<file path="src/rtl/serial_paralelo_rx_align.sv">
// Receive deserializer: hunts for COM at any bit offset, locks byte alignment,
// then classifies each aligned byte as IDLE, COM or data.
module serial_paralelo_rx_align #(
  parameter int unsigned BC_COUNT = 4,
  parameter logic [7:0]  COM      = 8'hBC,
  parameter logic [7:0]  IDLE     = 8'h7C
) (
  input  logic       clk_32f,
  input  logic       rst,
  input  logic       data_in,
  output logic       active,
  output logic [7:0] data_out,
  output logic       valid_out,
  output logic       idle_out
);

  typedef enum logic [1:0] {S_SEARCH, S_ALIGNED, S_ACTIVE} state_e;

  localparam logic [3:0] BC_LIM = 4'(BC_COUNT);

  state_e     state_q, state_d;
  logic [7:0] sr_q, sr_d;
  logic [2:0] bit_cnt_q, bit_cnt_d;
  logic [3:0] com_cnt_q, com_cnt_d;
  logic       active_q, active_d;
  logic [7:0] data_q, data_d;
  logic       valid_q, valid_d;
  logic       idle_q, idle_d;

  logic       boundary;
  logic       is_com;
  logic       is_idle;
  logic [3:0] com_inc;

  assign boundary = (bit_cnt_q == 3'd0);
  assign is_com   = (sr_q == COM);
  assign is_idle  = (sr_q == IDLE);
  // Saturating increment keeps BC_COUNT=1 reachable from the re-align path.
  assign com_inc  = (com_cnt_q >= BC_LIM) ? BC_LIM : com_cnt_q + 4'd1;

  always_comb begin
    state_d   = state_q;
    sr_d      = {sr_q[6:0], data_in};
    bit_cnt_d = bit_cnt_q;
    com_cnt_d = com_cnt_q;
    active_d  = active_q;
    data_d    = data_q;
    valid_d   = 1'b0;
    idle_d    = idle_q;
    unique case (state_q)
      S_SEARCH: begin
        if (is_com) begin
          bit_cnt_d = 3'd1;
          com_cnt_d = 4'd1;
          if (BC_COUNT > 1) begin
            state_d = S_ALIGNED;
          end else begin
            state_d  = S_ACTIVE;
            active_d = 1'b1;
          end
        end else begin
          bit_cnt_d = 3'd0;
        end
      end
      S_ALIGNED: begin
        bit_cnt_d = bit_cnt_q + 3'd1;
        if (boundary) begin
          if (is_com) begin
            com_cnt_d = com_inc;
            if (com_inc == BC_LIM) begin
              state_d  = S_ACTIVE;
              active_d = 1'b1;
            end
          end else begin
            // False or lost alignment: resume bit-by-bit hunting.
            state_d   = S_SEARCH;
            com_cnt_d = 4'd0;
            bit_cnt_d = 3'd0;
          end
        end
      end
      S_ACTIVE: begin
        bit_cnt_d = bit_cnt_q + 3'd1;
        if (boundary) begin
          if (is_idle) begin
            idle_d = 1'b1;
          end else if (is_com) begin
            // Upstream went inactive; keep the byte phase, recount COMs.
            state_d   = S_ALIGNED;
            active_d  = 1'b0;
            idle_d    = 1'b0;
            com_cnt_d = 4'd1;
          end else begin
            data_d  = sr_q;
            valid_d = 1'b1;
            idle_d  = 1'b0;
          end
        end
      end
      default: state_d = S_SEARCH;
    endcase
  end

  always_ff @(posedge clk_32f) begin
    if (rst) begin
      state_q   <= S_SEARCH;
      sr_q      <= 8'h00;
      bit_cnt_q <= 3'd0;
      com_cnt_q <= 4'd0;
      active_q  <= 1'b0;
      data_q    <= 8'h00;
      valid_q   <= 1'b0;
      idle_q    <= 1'b0;
    end else begin
      state_q   <= state_d;
      sr_q      <= sr_d;
      bit_cnt_q <= bit_cnt_d;
      com_cnt_q <= com_cnt_d;
      active_q  <= active_d;
      data_q    <= data_d;
      valid_q   <= valid_d;
      idle_q    <= idle_d;
    end
  end

  assign active    = active_q;
  assign data_out  = data_q;
  assign valid_out = valid_q;
  assign idle_out  = idle_q;

endmodule

</file>
<file path="config.mk">
export PLATFORM = sky130hd
export DESIGN_NAME = serial_paralelo_rx_align
export DESIGN_NICKNAME = d
export VERILOG_FILES = /design/src/rtl/serial_paralelo_rx_align.sv
export SDC_FILE = /design/constraint.sdc
export NUM_CORES = 1
export LEC_CHECK = 0
export ABC_AREA = 1
export CORE_MARGIN = 3
export CORE_UTILIZATION = 40
export CTS_BUF_LIST = sky130_fd_sc_hd__clkbuf_8 sky130_fd_sc_hd__clkbuf_16
export DETAILED_ROUTE_END_ITERATION = 12
export RECOVER_POWER = 25
export SLEW_MARGIN = 15
export SYNTH_ARGS = -nofsm -noshare
export SYNTH_HDL_FRONTEND = slang
export SYNTH_SLANG_ARGS = --single-unit
</file>
<file path="constraint.sdc">
create_clock -name clk_32f -period 2.8 [get_ports clk_32f]
set_input_delay 0.28 -clock clk_32f [delete_from_list [all_inputs] [get_ports clk_32f]]
set_output_delay 0.28 -clock clk_32f [all_outputs]
set_load 0.01 [all_outputs]
</file>
==> results.json <==
{
  "initial_core_util": 0.4282,
  "synth_area_um2": 1329,
  "ir_drop_mv": 0.2546,
  "slew_violations": 0,
  "status": "complete, no violations",
  "reg2reg_depth": 7,
  "clk_pin_slew_ns": 0.09,
  "portBuffers": 13,
  "grt_usage": 0.1303,
  "powerDensity_nw_per_um2": 764.3,
  "route.detailed.drc": 0,
  "dieArea_um2": 4049,
  "final_util": 0.4980,
  "fillers": 340,
  "finalNetCount": 206,
  "cts_tree": "yes",
  "grt_pass1_wl_um": 4222,
  "use_met2": 0.2099,
  "holdPathStages": 2,
  "grt-busiest-layer": "met2",
  "grt_pass1_vias": 1020,
  "cp.arrival_ns": 1.83,
  "worst_slew_pin_slew_ns": 0.5277,
  "hold_end": "data_out[5]",
  "cp.required_ns": 2.97,
  "cts_sinks": 28,
  "post-cts-setup-buffer-count": 0,
  "ant_nets": 0,
  "tns_ns": 0,
  "htreeDepth": 1,
  "yosysSeqAreaShare": 0.4218,
  "grtUsageMet3": 0.02317,
  "ios": 14,
  "path_cells": "inv_1 -> ha_1 -> inv_1 -> nor2_1 -> nand3_4 -> o21ai_0 -> a21oi_1",
  "fp-row-count": 20,
  "skew_ns": 0.002958,
  "vias": 1049,
  "setup_viol": 0,
  "hpwl_um": 1791,
  "critPathCaptureType": "register",
  "syn_to_final_growth_pct": 16.29,
  "core_area_um2": 3103,
  "slew_headroom": 0.6478,
  "ys_warn_count": 0,
  "use_met1": 0.1628,
  "min_path_type": "reg2reg",
  "syn_inst": 181,
  "min_period_ns": 1.663,
  "drv_cap": 0,
  "chipHeight_um": 63.64,
  "path_class": "reg2reg",
  "postCtsHoldBufs": 0,
  "p_total_mw": 1.181,
  "crit_top_cell": "inv_1",
  "slowest_delay_ns": 0.35,
  "antenna_found_initial": 0,
  "p_leak_nw": 0.6735,
  "rrSetupSlack_ns": 1.14,
  "grt_max_degree": 20,
  "wl_um": 2330,
  "fin_crit_sh": 0.5938,
  "cp_slowest_cell": "dfxtp_1",
  "rr_startpoint": "state_q[0]",
  "drtPass1Iterations": 4,
  "insertion_delay_ns": 0.28,
  "grt-ovfl-total": 0,
  "rsz0062_at_grt": "false",
  "drt-vias-per-instance": 4.389,
  "syn_area_per_cell_um2": 7.341,
  "die_w_um": 63.64,
  "holdCritStartpoint": "data_out[5]",
  "cts_repair_resize_count": 0,
  "hold_violations": 0,
  "antenna_cells": 0,
  "wl_per_cell_um": 9.749,
  "r2r_end": "data_out[7]",
  "worstSetupStartpointType": "register",
  "synth-seq-cells": 28,
  "layout-drive-gt1-share": 0.1026,
  "root_buffer": "clkbuf_8",
  "syn_nets": 191,
  "max_freq_mhz": 601.5,
  "cts_buffer_depth": 2,
  "gp_congestion": 0.8110,
  "synth.distinct_cells": 23,
  "drtIter0Drc": 52,
  "cts_buffers": 3,
  "crit_fanout": 17
}
==> Yosys cell counts, drive strengths merged <==
library cell	number	area share
a21oi	13	0.057
buf	3	0.018
dfxtp	28	0.42
ha	7	0.066
inv	35	0.099
nand2	34	0.11
nand3	8	0.043
nand3b	1	0.0057
nand4	1	0.0047
nor2	34	0.10
o21ai	16	0.063
or2	1	0.0047
==> worst max path at each step <==
stage | from | to | slack [ns] | depth (start not counted)
finish | state_q[0] | data_out[7] | 1.14 | 7
global placement | rst | data_out[2] | 1.11 | 4
CTS | state_q[0] | data_out[2] | 1.11 | 7
floorplan | state_q[0] | data_out[0] | 1.33 | 8
global route | state_q[0] | data_out[2] | 0.91 | 7
detailed placement | rst | data_out[2] | 1.08 | 4
==> layout by cell type, fill, tap and decap left out, drive strengths merged <==
cell,count
nand3,8
nand2,34
o21ai,16
dlygate4sd3,2
clkdlybuf4s50,11
nor2,34
nand4,1
ha,7
inv,35
nand3b,1
clkbuf,4
dfxtp,28
or2,1
a21oi,13
==> critical path, delay by kind of cell (launching register included) <==
| family | cells | cell delay [ns] |
|---|---|---|
| adder cells (fa/ha/maj) | 1 | 0.21 |
| flip-flops | 1 | 0.35 |
| buffers and inverters | 2 | 0.26 |
| AO/OA/AOI/OAI | 2 | 0.25 |
| AND/OR/NAND/NOR | 2 | 0.48 |
==> sequential cells by signal, indices dropped and copies added, names as in the netlist <==
signal and cells:
valid_out 1, sr_q 8, active 1, data_out 8, bit_cnt_q 3, com_cnt_q 4, idle_out 1, state_q 2
==> report_power, final <==
group	internal [mW]	switching (mW)	total, mW	leakage, nW
clock network	0.126	0.127	0.253	0.0288
logic	0.185	0.222	0.407	0.417
registers	0.476	0.0444	0.520	0.228
total	0.787	0.394	1.18	0.674
==> stage by stage <==
step | setup slack (ns) | std cells | hold WS [ns] | area (um^2)
6_report | 1.137 | 239 | 0.4502 | 1545
3_3_place_gp | 1.111 | 235 | 0.4342 | 1490
5_1_grt | 0.9125 | 239 | 0.4670 | 1545
4_1_cts | 1.115 | 239 | 0.4519 | 1545
3_5_place_dp | 1.077 | 235 | 0.4369 | 1490
2_1_floorplan | 1.335 | 181 | 0.3870 | 1329
==> layout make-up <==
type | instances | area (um^2) | area share
Clock buffer | 4 | 55.05 | 0.03563
Inverter | 35 | 131.4 | 0.08502
Multi-Input combinational cell | 115 | 613.1 | 0.3968
Sequential cell | 28 | 560.5 | 0.3628
Tap cell | 44 | 55.05 | 0.03563
Timing Repair Buffer | 13 | 130.1 | 0.08421
==> cells by family (layout without fill, tap and decap cells) <==
group | count (synthesis) | count (layout) | share of synthesized area
flops | 28 | 28 | 0.4218
compound gates | 29 | 29 | 0.1205
simple gates | 79 | 79 | 0.2750
buf+inv | 38 | 52 | 0.1168
fa+ha+maj | 7 | 7 | 0.06591
==> routing by layer <==
layer / share of wire / vias up
met1: 0.50 / 448
met2: 0.44 / 14
met3: 0.029 / 5
met5: 0 / -
li1: - / 582
met4: 0.026 / 0
Power figures use the tool's default switching activity.
